**src/rtl/multi_cycle_control.sv**
```systemverilog
// Multi-cycle sequencer for the shared-memory, shared-ALU RV64 subset datapath.
// States: FETCH, DECODE, EXEC_R/EXEC_I/ADDR/BRANCH, MEM_RD/MEM_WR, ALU_WB/MEM_WB, ILLEGAL.
module multi_cycle_control (
  input  logic       clk_i,
  input  logic       rst_i,
  input  logic [6:0] instr_op_i,
  input  logic       mem_ready_i,
  input  logic       zero_i,
  output logic       PCWrite_o,
  output logic       IRWrite_o,
  output logic       IorD_o,
  output logic       MemRead_o,
  output logic       MemWrite_o,
  output logic       MemtoReg_o,
  output logic       RegWrite_o,
  output logic       ALUSrcA_o,
  output logic [1:0] ALUSrcB_o,
  output logic [1:0] ALU_op_o,
  output logic       PCSource_o,
  output logic       instr_done_o,
  output logic       illegal_o,
  output logic [3:0] state_o
);

  localparam logic [6:0] OpR   = 7'b0110011;
  localparam logic [6:0] OpI   = 7'b0010011;
  localparam logic [6:0] OpLd  = 7'b0000011;
  localparam logic [6:0] OpSd  = 7'b0100011;
  localparam logic [6:0] OpBeq = 7'b1100011;

  localparam logic [1:0] SrcBRs2  = 2'b00;
  localparam logic [1:0] SrcBFour = 2'b01;
  localparam logic [1:0] SrcBImm  = 2'b10;

  localparam logic [1:0] AluAdd   = 2'b00;
  localparam logic [1:0] AluSub   = 2'b01;
  localparam logic [1:0] AluFunct = 2'b10;

  typedef enum logic [3:0] {
    FETCH   = 4'd0,
    DECODE  = 4'd1,
    EXEC_R  = 4'd2,
    EXEC_I  = 4'd3,
    ALU_WB  = 4'd4,
    ADDR    = 4'd5,
    MEM_RD  = 4'd6,
    MEM_WB  = 4'd7,
    MEM_WR  = 4'd8,
    BRANCH  = 4'd9,
    ILLEGAL = 4'd10
  } state_t;

  state_t stateQ;
  state_t stateNext;

  always_ff @(posedge clk_i or posedge rst_i) begin
    if (rst_i) begin
      stateQ <= FETCH;
    end else begin
      stateQ <= stateNext;
    end
  end

  always_comb begin
    stateNext = FETCH;
    case (stateQ)
      FETCH:   stateNext = mem_ready_i ? DECODE : FETCH;
      DECODE: begin
        case (instr_op_i)
          OpR:         stateNext = EXEC_R;
          OpI:         stateNext = EXEC_I;
          OpLd, OpSd:  stateNext = ADDR;
          OpBeq:       stateNext = BRANCH;
          default:     stateNext = ILLEGAL;
        endcase
      end
      EXEC_R:  stateNext = ALU_WB;
      EXEC_I:  stateNext = ALU_WB;
      ALU_WB:  stateNext = FETCH;
      // IR is frozen outside FETCH, so the opcode seen here is the decoded one
      ADDR: begin
        if (instr_op_i == OpLd) begin
          stateNext = MEM_RD;
        end else if (instr_op_i == OpSd) begin
          stateNext = MEM_WR;
        end else begin
          stateNext = ILLEGAL;
        end
      end
      MEM_RD:  stateNext = mem_ready_i ? MEM_WB : MEM_RD;
      MEM_WB:  stateNext = FETCH;
      MEM_WR:  stateNext = mem_ready_i ? FETCH : MEM_WR;
      BRANCH:  stateNext = FETCH;
      ILLEGAL: stateNext = FETCH;
      default: stateNext = FETCH;
    endcase
  end

  // Outputs are forced low while reset is held so no strobe survives an abort.
  always_comb begin
    PCWrite_o    = 1'b0;
    IRWrite_o    = 1'b0;
    IorD_o       = 1'b0;
    MemRead_o    = 1'b0;
    MemWrite_o   = 1'b0;
    MemtoReg_o   = 1'b0;
    RegWrite_o   = 1'b0;
    ALUSrcA_o    = 1'b0;
    ALUSrcB_o    = SrcBRs2;
    ALU_op_o     = AluAdd;
    PCSource_o   = 1'b0;
    instr_done_o = 1'b0;
    illegal_o    = 1'b0;
    state_o      = 4'd0;
    if (!rst_i) begin
      state_o = stateQ;
      case (stateQ)
        FETCH: begin
          MemRead_o = 1'b1;
          ALUSrcB_o = SrcBFour;
          IRWrite_o = mem_ready_i;
          PCWrite_o = mem_ready_i;
        end
        DECODE: begin
          ALUSrcB_o = SrcBImm;
        end
        EXEC_R: begin
          ALUSrcA_o = 1'b1;
          ALUSrcB_o = SrcBRs2;
          ALU_op_o  = AluFunct;
        end
        EXEC_I, ADDR: begin
          ALUSrcA_o = 1'b1;
          ALUSrcB_o = SrcBImm;
        end
        ALU_WB: begin
          RegWrite_o   = 1'b1;
          instr_done_o = 1'b1;
        end
        MEM_RD: begin
          IorD_o    = 1'b1;
          MemRead_o = 1'b1;
        end
        MEM_WB: begin
          RegWrite_o   = 1'b1;
          MemtoReg_o   = 1'b1;
          instr_done_o = 1'b1;
        end
        MEM_WR: begin
          IorD_o       = 1'b1;
          MemWrite_o   = 1'b1;
          instr_done_o = mem_ready_i;
        end
        BRANCH: begin
          ALUSrcA_o    = 1'b1;
          ALUSrcB_o    = SrcBRs2;
          ALU_op_o     = AluSub;
          PCSource_o   = 1'b1;
          PCWrite_o    = zero_i;
          instr_done_o = 1'b1;
        end
        ILLEGAL: begin
          illegal_o = 1'b1;
        end
        default: begin
          illegal_o = 1'b0;
        end
      endcase
    end
  end

endmodule

```
**config.mk**
```make
export PLATFORM = sky130hd
export DESIGN_NAME = multi_cycle_control
export DESIGN_NICKNAME = d
export VERILOG_FILES = /design/src/rtl/multi_cycle_control.sv
export SDC_FILE = /design/constraint.sdc
export NUM_CORES = 1
export LEC_CHECK = 0
export ABC_AREA = 1
export BUFFER_PORTS_ARGS = -buffer_cell sky130_fd_sc_hd__buf_2
export CORE_AREA = 2 2 39 41
export CTS_CLUSTER_SIZE = 30
export DETAILED_ROUTE_END_ITERATION = 6
export DIE_AREA = 0 0 41 43
export PLACE_DENSITY = 0.67
export REMOVE_ABC_BUFFERS = 1
export SYNTH_ARGS = -nofsm -noshare
export SYNTH_HDL_FRONTEND = slang
export SYNTH_SLANG_ARGS = --single-unit
```
**constraint.sdc**
```tcl
create_clock -name clk_i -period 1.06 [get_ports clk_i]
set_input_delay 0.106 -clock clk_i [delete_from_list [all_inputs] [get_ports clk_i]]
set_output_delay 0.106 -clock clk_i [all_outputs]
set_load 0.02 [all_outputs]
```
Word level (Yosys, flattened, before mapping):

Index checks and enable logic that the tools add are counted.
Widths: inputs -> output; s select.

* eq/ne operators: 15
* muxes and demuxes: 34
* reductions and logical operators: 9

Operators by type and width (count)
* $pmux 4 s6: 1
* $mux 1: 22
* $eq 4x3->1 const B: 4
* $pmux 4 s4: 1
* $eq 7x6->1 const B: 2
* $eq 4x4->1 const B: 3
* $mux 4: 3
* $reduce_or 2->1: 5
* $eq 4x2->1 const B: 2
* $pmux 2 s2: 2
* $eq 7x2->1 const B: 1
* $eq 7x5->1 const B: 1
* $eq 7x7->1 const B: 1
* $mux 2: 3
* $reduce_or 3->1: 2
* $eq 4x1->1 const B: 1
* $logic_not 4->1: 1
* $pmux 1 s2: 2
* $reduce_or 4->1: 1

* register bits after elaboration: 4
* input bits: 11
* output and inout bits: 19
* logic and storage cells: 59

Longest topological paths before layout:

Gate-level depths: netlist of run 1.

* word-level depth: 4
* mapped depth: 6
* depth with buffers taken out: 6

Worst setup path before layout of run 1:

No wires, ideal clock.

* path type: reg-to-output
* from: register stateQ[2]
* to: output port PCWrite_o
* arrival: 1.232 ns
* data required time: 0.954 ns
* setup slack: -0.278 ns
* cell stages (with the launch flop): 4
* path buffers: 0
* cells stage by stage: dfrtp_1 nor2_1 nand3_1 o21ai_0

* cells in the longest elaborated chain, start to end: 3
* elaborated cells on any way between the ends: 4
* classes of those cells: eq/ne: 1; mux: 2; reduce/logical: 1

Ends and longest elaborated chain
* start: declaration: RTL line 53 `state_t stateQ;`
* start signal: assignment: RTL line 60 `stateQ <= stateNext;`
* $eq 4x4->1 / $logic_not 4->1 (equally long branches): RTL line 117 `case (stateQ)`
* $pmux 1 s2 (*): RTL line 117
* $mux 1 (*): RTL line 115 `if (!rst_i) begin`
* end: declaration: RTL line 9 `output logic PCWrite_o,`

Every way passes the cells marked *; elsewhere a longest branch is shown, timed or not.

Worst setup path after layout of run 1:

Ends and elaborated chain as after synthesis.

==> impl_metrics.toml, run 1 <==
[status]
outcome = "finished with violations"
violations = "setup timing"

[timing]
final_critical_path_setup_slack_ns = -0.4431
final_max_slew_viol_count = 0
tns_ns = -6.607
tightest_slew_ns = 0.3696
maxSlewHeadroom_pct = 75.36
hold_ws_ns = 0.04692
fmax_ghz = 0.6653
finalClockSkew_ns = 0.002580
rsz0062_at_grt = "true"
hold_viol_final = 0
finalCritPeriodShare_pct = 141.8
period_needed_ns = 1.503
setup_violations = 23

[critical_path]
path_buf_inv = 1
start_kind = "register"
cp.depth = 4
reg2reg_from = "stateQ[0]$_DFF_PP0_"
crit_path_max_fanout = 5
crit_chain = "nor2_2 > nand3_1 > o21ai_1 > buf_4"
required_ns = 0.95
worst_r2r_path_depth = 7
crit_path_top_delay_cell = "dfrtp_2"
worst_ep_arrival_time_ns = 1.40
cpLargestDelayFamily = "flip-flops"
crit_start = "stateQ[2]$_DFF_PP0_"
worstSetupPathType = "register to output pin"
cp-end-kind = "output pin"
rrSetupSlack_ns = -0.18
crit_end = "PCWrite_o"
r2r_end = "stateQ[3]$_DFF_PP0_"
max_stage_delay_ns = 0.46

[clock_network]
root_buffer = "clkbuf_4"
cts.reportedPaths.clkPinSlew_ns = 0.04
insertion_delay_ns = 0.23
h-tree-depth = 1
cts_tree = "yes"
clk_path_buf_depth = 2
cts.sinks = 4
numCtsBuffers = 3

[cells_and_area]
instances_no_fill = 157
nFillCells = 111
multi_input_area_um2 = 402.9
n_antenna_cell = 0
regArea_um2 = 103.9
syn_to_final_growth_pct = 96.66
reg_top3 = "stateQ: 4 flops"
final_util_pct = 69.17
largest_reg_flops = 4
fin_area_um2 = 957.2
final_nets = 154
regMostFlops = "stateQ"
drive_gt1_share_pct = 56.03

[yosys]
syn_avg_cell_area_um2 = 5.290
synth_area_um2 = 486.7
synthMuxAreaShare_pct = 0
synth_top_family_by_area = "simple AND/OR/NAND/NOR gates"
ys_ff_latch = 4
post_synth_and_or_nand_nor_area_fraction_pct = 59.64
synthAdderAreaFrac_pct = 0
netlist-cell-type-count = 15
yosys_warnings = 0
synth.yosys.seq_area_share_pct = 20.57
synth_compound_area_share_pct = 6.170
synthXorXnorAreaFrac_pct = 0
syn_inst = 92

[die]
rows = 14
die_width_um = 41
core_um2 = 1384
die_h_um = 43
start_util_pct = 35.17
num_io_pins = 30
die_area_um2 = 1763

[grt]
grt_max_degree = 19
grt_use_total_pct = 21.57
grt_first_pass_wirelength_um = 2573
globalRouteOverflowTotal = 0
grt_pass1_vias = 666
antenna_found_initial = 0

[drt]
detail-route-antenna-nets = 0
wl_per_cell_um = 11.50
vias = 736
drt_iter0_markers = 9
drcViolationCount = 0
drt_wl_total_um = 1806
vias_per_cell = 4.688
drt_pass1_iterations = 4

[min_path]
hold_class = "primary input to async pin"

[job]
cap_violations = 0

[placement]
io_buffers = 29
dp.cells = 149
place_area_um2 = 747.0
gp_congestion = 0.7290
dp_slack_ns = -0.1743
dp_hpwl_um = 1118

[power]
p_total_mw = 2.071
leakagePower_nw = 0.5306
vdd_drop_max_mv = 1.014
powerDensity_nw_per_um2 = 2164
-- placed cells by master (no fill, tap or decap) --
| master | synthesis | layout |
|---|---|---|
| nand3_1 | 9 | 7 |
| o21ai_1 | 0 | 1 |
| clkbuf_4 | 0 | 3 |
| nand2_4 | 0 | 3 |
| nand2_1 | 25 | 21 |
| nor2_2 | 5 | 2 |
| a21oi_1 | 4 | 4 |
| inv_4 | 0 | 1 |
| buf_6 | 0 | 5 |
| o21ai_2 | 0 | 1 |
| nor4_2 | 0 | 1 |
| buf_4 | 0 | 31 |
| nand3b_1 | 1 | 1 |
| nand2_2 | 2 | 3 |
| nor4_1 | 2 | 1 |
| dfrtp_1 | 4 | 1 |
| dfrtp_2 | 0 | 3 |
| inv_1 | 12 | 9 |
| nor2_1 | 19 | 16 |
| nor2_4 | 1 | 7 |
| nor3_1 | 1 | 1 |
| nand3_2 | 0 | 2 |
| buf_2 | 2 | 12 |
| inv_2 | 3 | 5 |
-- worst min-delay path by stage --
stage / end / start / depth (start not counted)
finish: stateQ[0]$_DFF_PP0_ / rst_i / 3
CTS: stateQ[0]$_DFF_PP0_ / rst_i / 3
floorplan: stateQ[0]$_DFF_PP0_ / rst_i / 1
global placement: stateQ[3]$_DFF_PP0_ / rst_i / 3
detailed placement: stateQ[3]$_DFF_PP0_ / rst_i / 3
global route: stateQ[0]$_DFF_PP0_ / rst_i / 3
-- synth_stat cells, drive strengths merged --
| master | n | area, um^2 |
|---|---|---|
| nand3b | 1 | 7.510 |
| nor4 | 2 | 12.51 |
| inv | 15 | 56.30 |
| buf | 2 | 10.01 |
| nor3 | 1 | 5.000 |
| a21oi | 4 | 20.02 |
| nand2 | 27 | 106.4 |
| o21ai | 2 | 10.01 |
| nand3 | 9 | 45.04 |
| nor2 | 25 | 113.9 |
| dfrtp | 4 | 100.1 |
-- kinds of logic after synthesis --
family                 Yosys count
AND/OR/NAND/NOR                 65
AO/OA/AOI/OAI                    6
buffers and inverters           17
flip-flops                       4
-- cell type report --
cell class                      count  area share (%)
Multi-Input combinational cell     71           42.09
Sequential cell                     4           10.85
Clock buffer                        3           2.353
Inverter                           15           6.144
Timing Repair Buffer               48           36.47
Tap cell                           16           2.092
-- power breakdown --
part	leakage [nW]	internal, mW	switching [mW]
Clock	0.0138	0.126	0.0595
Combinational	0.468	0.706	0.846
Sequential	0.0485	0.218	0.115
Total	0.531	1.05	1.02
-- repair_timing --
action | in CTS | in global routing
resized for setup | 39 | 12
endpoints found under the setup margin | 23 | 23
pin swaps | 7 | 6
buffers inserted | 3 | 2
hold buffers | 0 | 0
-- per-layer routing --
layer  up-vias  global-route usage, %  part of all wire, %
met1       325                  22.15                   36
met3         4                  5.236                  4.9
li1        381                      -                    -
met2        26                  36.88                   57
met5         -                      0                    0
met4         0                  12.00                  1.8
-- worst min-delay path, cell delays in order --
cell and delay [ns]:
buf_2 0.22, inv_1 0.13, buf_4 0.14
Note: power is estimated with default switching activity, not from simulation.
==> inputs of run 2 (changes only) <==
RECOVER_POWER = 25   (was unset)
SKIP_CTS_REPAIR_TIMING = 1   (was unset)
==> run 2 against run 1 <==
Effect of this change: the run still ends with setup timing left; final cell count fell by 1.9%; register-to-register slack gained 0.07 ns; final area decreased by 0.91%; clock power is essentially flat; flip-flop and latch count stayed put; first-iteration DRC count unchanged; utilization is 0.63 points lower; fmax grew 4.5%; global-route usage shrank 3.5 points; clock skew down 0.0013 ns; via count is 4.8% lower; critical path type unchanged; highest routed layer is now met3.
==> impl_metrics.toml, run 2 (synthesis results as in run 1) <==
[cells_and_area]
n_antenna_cell = 0
drive_gt1_share_pct = 58.70
syn_to_final_growth_pct = 94.86
final_nets = 151
nFillCells = 117
final_common_cell = "buf_4"
mostFrequentLayoutCells = "buf_4 (32), nand2_1 (19), nor2_1 (15), buf_2 (12), nor2_4 (9)"
largest_reg_flops = 4
fin_area_um2 = 948.4
reg_top3 = "stateQ: 4 flops"
instances_no_fill = 154
regMostFlops = "stateQ"

[critical_path]
worstSetupPathType = "register to output pin"
worst_ep_arrival_time_ns = 1.33
required_ns = 0.95
worst_r2r_path_depth = 7
crit_path_max_fanout = 4
cp-end-kind = "output pin"
start_kind = "register"

[grt]
grt_pass1_vias = 566
grt_first_pass_wirelength_um = 2132
globalRouteOverflowTotal = 0
antenna_found_initial = 0
grt_max_degree = 19
grt_use_total_pct = 18.04

[die]
die_h_um = 43
rows = 14
core_um2 = 1384
die_width_um = 41
num_io_pins = 30
die_area_um2 = 1763
start_util_pct = 35.17

[placement]
gp_congestion = 0.7290
io_buffers = 29
dp_hpwl_um = 1118
dp.cells = 149
place_area_um2 = 747.0

[job]
cap_violations = 0

[status]
violations = "setup timing"
outcome = "finished with violations"

[power]
vdd_drop_max_mv = 0.9427
p_total_mw = 2.030
leakagePower_nw = 0.5174
powerDensity_nw_per_um2 = 2141

[timing]
rsz0062_at_grt = "true"
fmax_ghz = 0.6951
final_max_slew_viol_count = 0
final_critical_path_setup_slack_ns = -0.3786
setup_violations = 23
finalClockSkew_ns = 0.001295
period_needed_ns = 1.439
hold_ws_ns = 0.05732
tns_ns = -5.569
finalCritPeriodShare_pct = 135.7
maxSlewHeadroom_pct = 75.29
hold_viol_final = 0
tightest_slew_ns = 0.3706

[clock_network]
insertion_delay_ns = 0.23
clk_path_buf_depth = 2
cts.reportedPaths.clkPinSlew_ns = 0.04
h-tree-depth = 1
cts_tree = "yes"
root_buffer = "clkbuf_4"
numCtsBuffers = 3
cts.sinks = 4

[drt]
vias_per_cell = 4.552
detail-route-antenna-nets = 0
drcViolationCount = 0
vias = 701
wl_per_cell_um = 10.05
drt_pass1_iterations = 4
drt_iter0_markers = 9
drt_wl_total_um = 1547

[min_path]
hold_class = "primary input to async pin"
==> run 2: changes by cell type in the layout (fill, tap and decap cells not counted), moves of 2 or more <==
cell     previous run  this run
nand2_1            21        19
buf_6               5         1
nand2_2             3         6
nor2_4              7         9
==> run 2: routing by layer <==
| layer | track usage (%) | part of all wire [%] | vias up |
|---|---|---|---|
| li1 | - | - | 380 |
| met4 | 12.00 | 0 | 0 |
| met3 | 4.712 | 4.0 | 0 |
| met2 | 29.06 | 54 | 21 |
| met1 | 19.22 | 42 | 300 |
| met5 | 0 | 0 | - |
==> run 2: through the flow <==
stage	worst slack, ns	util (%)
after floorplan	-0.2780	-
after global placement	-0.1933	53.98
after detailed placement	-0.1743	53.98
after CTS	-0.4351	55.61
after global routing	-0.4790	68.54
final	-0.3786	68.54
==> run 2: worst paths after layout <==
kind	to	slack, ns	startpoint
worst min-delay path	stateQ[0]$_DFF_PP0_	0.06	rst_i
worst min register to register	stateQ[3]$_DFF_PP0_	0.73	stateQ[0]$_DFF_PP0_
min in group clk_i	stateQ[0]$_DFF_PP0_	0.17	mem_ready_i
max in group asynchronous	stateQ[2]$_DFF_PP0_	0.89	rst_i
worst max register to register	stateQ[2]$_DFF_PP0_	-0.11	stateQ[2]$_DFF_PP0_
worst max-delay path	MemRead_o	-0.38	stateQ[0]$_DFF_PP0_
==> run 2: critical path, stage by stage (launching register included) <==
cell	delay (ns)
dfrtp_2	0.45
inv_4	0.09
nand2_2	0.09
nor2_4	0.13
inv_2	0.05
a21oi_1	0.12
buf_4	0.16
==> run 2: layout make-up <==
| type | instances | area, um^2 | share of cell area, % |
|---|---|---|---|
| inverter | 15 | 61.31 | 6.464 |
| timing repair buffer | 45 | 311.5 | 32.85 |
| sequential | 4 | 103.9 | 10.95 |
| tap | 16 | 20.02 | 2.111 |
| clock buffer | 3 | 22.52 | 2.375 |
| multi-input combinational | 71 | 429.2 | 45.25 |
==> run 2: power breakdown <==
part           total (mW)  switching (mW)  leakage [nW]  internal, mW
registers           0.339           0.120        0.0485         0.218
clock network       0.186          0.0593        0.0138         0.126
logic                1.51           0.834         0.455         0.671
==> inputs of run 3 (changes only) <==
PLACE_DENSITY = 0.82   (was 0.67)
==> run 3 against run 2 <==
Effect of this change: the run still ends with setup timing left; first-iteration DRC count stayed put; power is 8.4% lower; sequential power down 5%; register-to-register slack improved by 0.03 ns; clock skew rose by 0.0025 ns; final cell count down 1.9%; critical path type unchanged.
==> impl_metrics.toml, run 3 (synthesis results as in run 1) <==
[timing]
final_max_slew_viol_count = 0
finalCritPeriodShare_pct = 136.0
finalClockSkew_ns = 0.003818
period_needed_ns = 1.441
setup_violations = 23
tightest_slew_ns = 0.3402
maxSlewHeadroom_pct = 77.24
hold_ws_ns = 0.02875
final_critical_path_setup_slack_ns = -0.3812
hold_viol_final = 0
rsz0062_at_grt = "true"
fmax_ghz = 0.6939

[cells_and_area]
drive_gt1_share_pct = 52.59
final_common_cell = "buf_4"
final_util_pct = 62.30
regArea_um2 = 103.9
largest_reg_flops = 4
reg_top3 = "stateQ: 4 flops"
n_antenna_cell = 0
nFillCells = 121
final_nets = 148
mostFrequentLayoutCells = "buf_4 (24), nand2_1 (22), buf_2 (17), nor2_1 (16), inv_1 (9)"
syn_to_final_growth_pct = 77.12
regMostFlops = "stateQ"
multi_input_area_um2 = 380.4

[critical_path]
crit_path_max_fanout = 4
required_ns = 0.95
cp-end-kind = "output pin"
worst_ep_arrival_time_ns = 1.34
worstSetupPathType = "register to output pin"
start_kind = "register"
crit_chain = "inv_4 > nand2_2 > nor2_4 > inv_2 > a21oi_1 > buf_4"
reg2reg_from = "stateQ[1]$_DFF_PP0_"
crit_path_top_delay_cell = "dfrtp_2"
max_stage_delay_ns = 0.44
crit_start = "stateQ[0]$_DFF_PP0_"

[placement]
dp_hpwl_um = 1058
gp_congestion = 0.8063
io_buffers = 29

[power]
p_total_mw = 1.860
vdd_drop_max_mv = 0.9298
powerDensity_nw_per_um2 = 2157
leakagePower_nw = 0.4877

[die]
num_io_pins = 30
die_area_um2 = 1763
die_width_um = 41
die_h_um = 43
core_um2 = 1384
rows = 14
start_util_pct = 35.17

[clock_network]
clk_path_buf_depth = 2
numCtsBuffers = 3
root_buffer = "clkbuf_4"
cts.sinks = 4
h-tree-depth = 1
insertion_delay_ns = 0.23
cts_tree = "yes"
cts.reportedPaths.clkPinSlew_ns = 0.04

[grt]
globalRouteOverflowTotal = 0
grt_use_total_pct = 15.84
antenna_found_initial = 0
grt_max_degree = 19
grt_pass1_vias = 527
grt_first_pass_wirelength_um = 1945

[drt]
drt_iter0_markers = 9
vias = 683
detail-route-antenna-nets = 0
drt_wl_total_um = 1404
wl_per_cell_um = 9.298
drcViolationCount = 0
drt_pass1_iterations = 4
vias_per_cell = 4.523

[status]
outcome = "finished with violations"
violations = "setup timing"

[job]
cap_violations = 0

[min_path]
hold_class = "primary input to async pin"
run 3: changes by cell type in the layout (fill, tap and decap cells not counted), moves of 2 or more:
cell / delta
buf_2: +5
nand2_1: +3
nand2_4: -2
nor2_4: -2
buf_4: -8
run 3: where the power goes:
part,total (mW),internal [mW],switching [mW]
combinational,1.36,0.593,0.764
clock,0.182,0.126,0.0561
sequential,0.321,0.219,0.102
total,1.86,0.938,0.922
run 3: layout make-up:
class                           count  area share (%)
Multi-Input combinational cell     71           44.12
Timing Repair Buffer               42           32.08
Sequential cell                     4           12.05
Inverter                           15           6.821
Clock buffer                        3           2.612
Tap cell                           16           2.322
run 3: worst paths after layout:
check	to	slack, ns	cells after the start
setup / recovery	MemRead_o	-0.38	6
hold / removal	stateQ[1]$_DFF_PP0_	0.03	3
setup reg to reg	stateQ[2]$_DFF_PP0_	-0.08	6
hold reg to reg	stateQ[3]$_DFF_PP0_	0.72	3
max in group asynchronous	stateQ[2]$_DFF_PP0_	0.92	3
min in group clk_i	stateQ[0]$_DFF_PP0_	0.16	3
run 3: per-layer routing:
| metal | track usage, % | routed length, um |
|---|---|---|
| met4 | 4.000 | 0 |
| met1 | 18.95 | 584 |
| met5 | 0 | 0 |
| met2 | 26.25 | 757 |
| met3 | 4.712 | 62 |
run 3: critical path: cells and delay by family, from the launching register on:
kind / cells / cell delay, ns
flops: 1 / 0.44
buf+inv: 3 / 0.30
simple gates: 2 / 0.24
compound gates: 1 / 0.12
run 3: stage by stage:
step | cells | cell area [um^2] | worst slack, ns | TNS, ns
6_report | 151 | 862.1 | -0.3812 | -5.306
5_1_grt | 151 | 862.1 | -0.4493 | -7.073
4_1_cts | 149 | 747.0 | -0.4627 | -5.766
3_5_place_dp | 146 | 724.4 | -0.2147 | -1.424
3_3_place_gp | 146 | 724.4 | -0.1601 | -1.100
2_1_floorplan | 90 | 476.7 | -0.2780 | -1.788
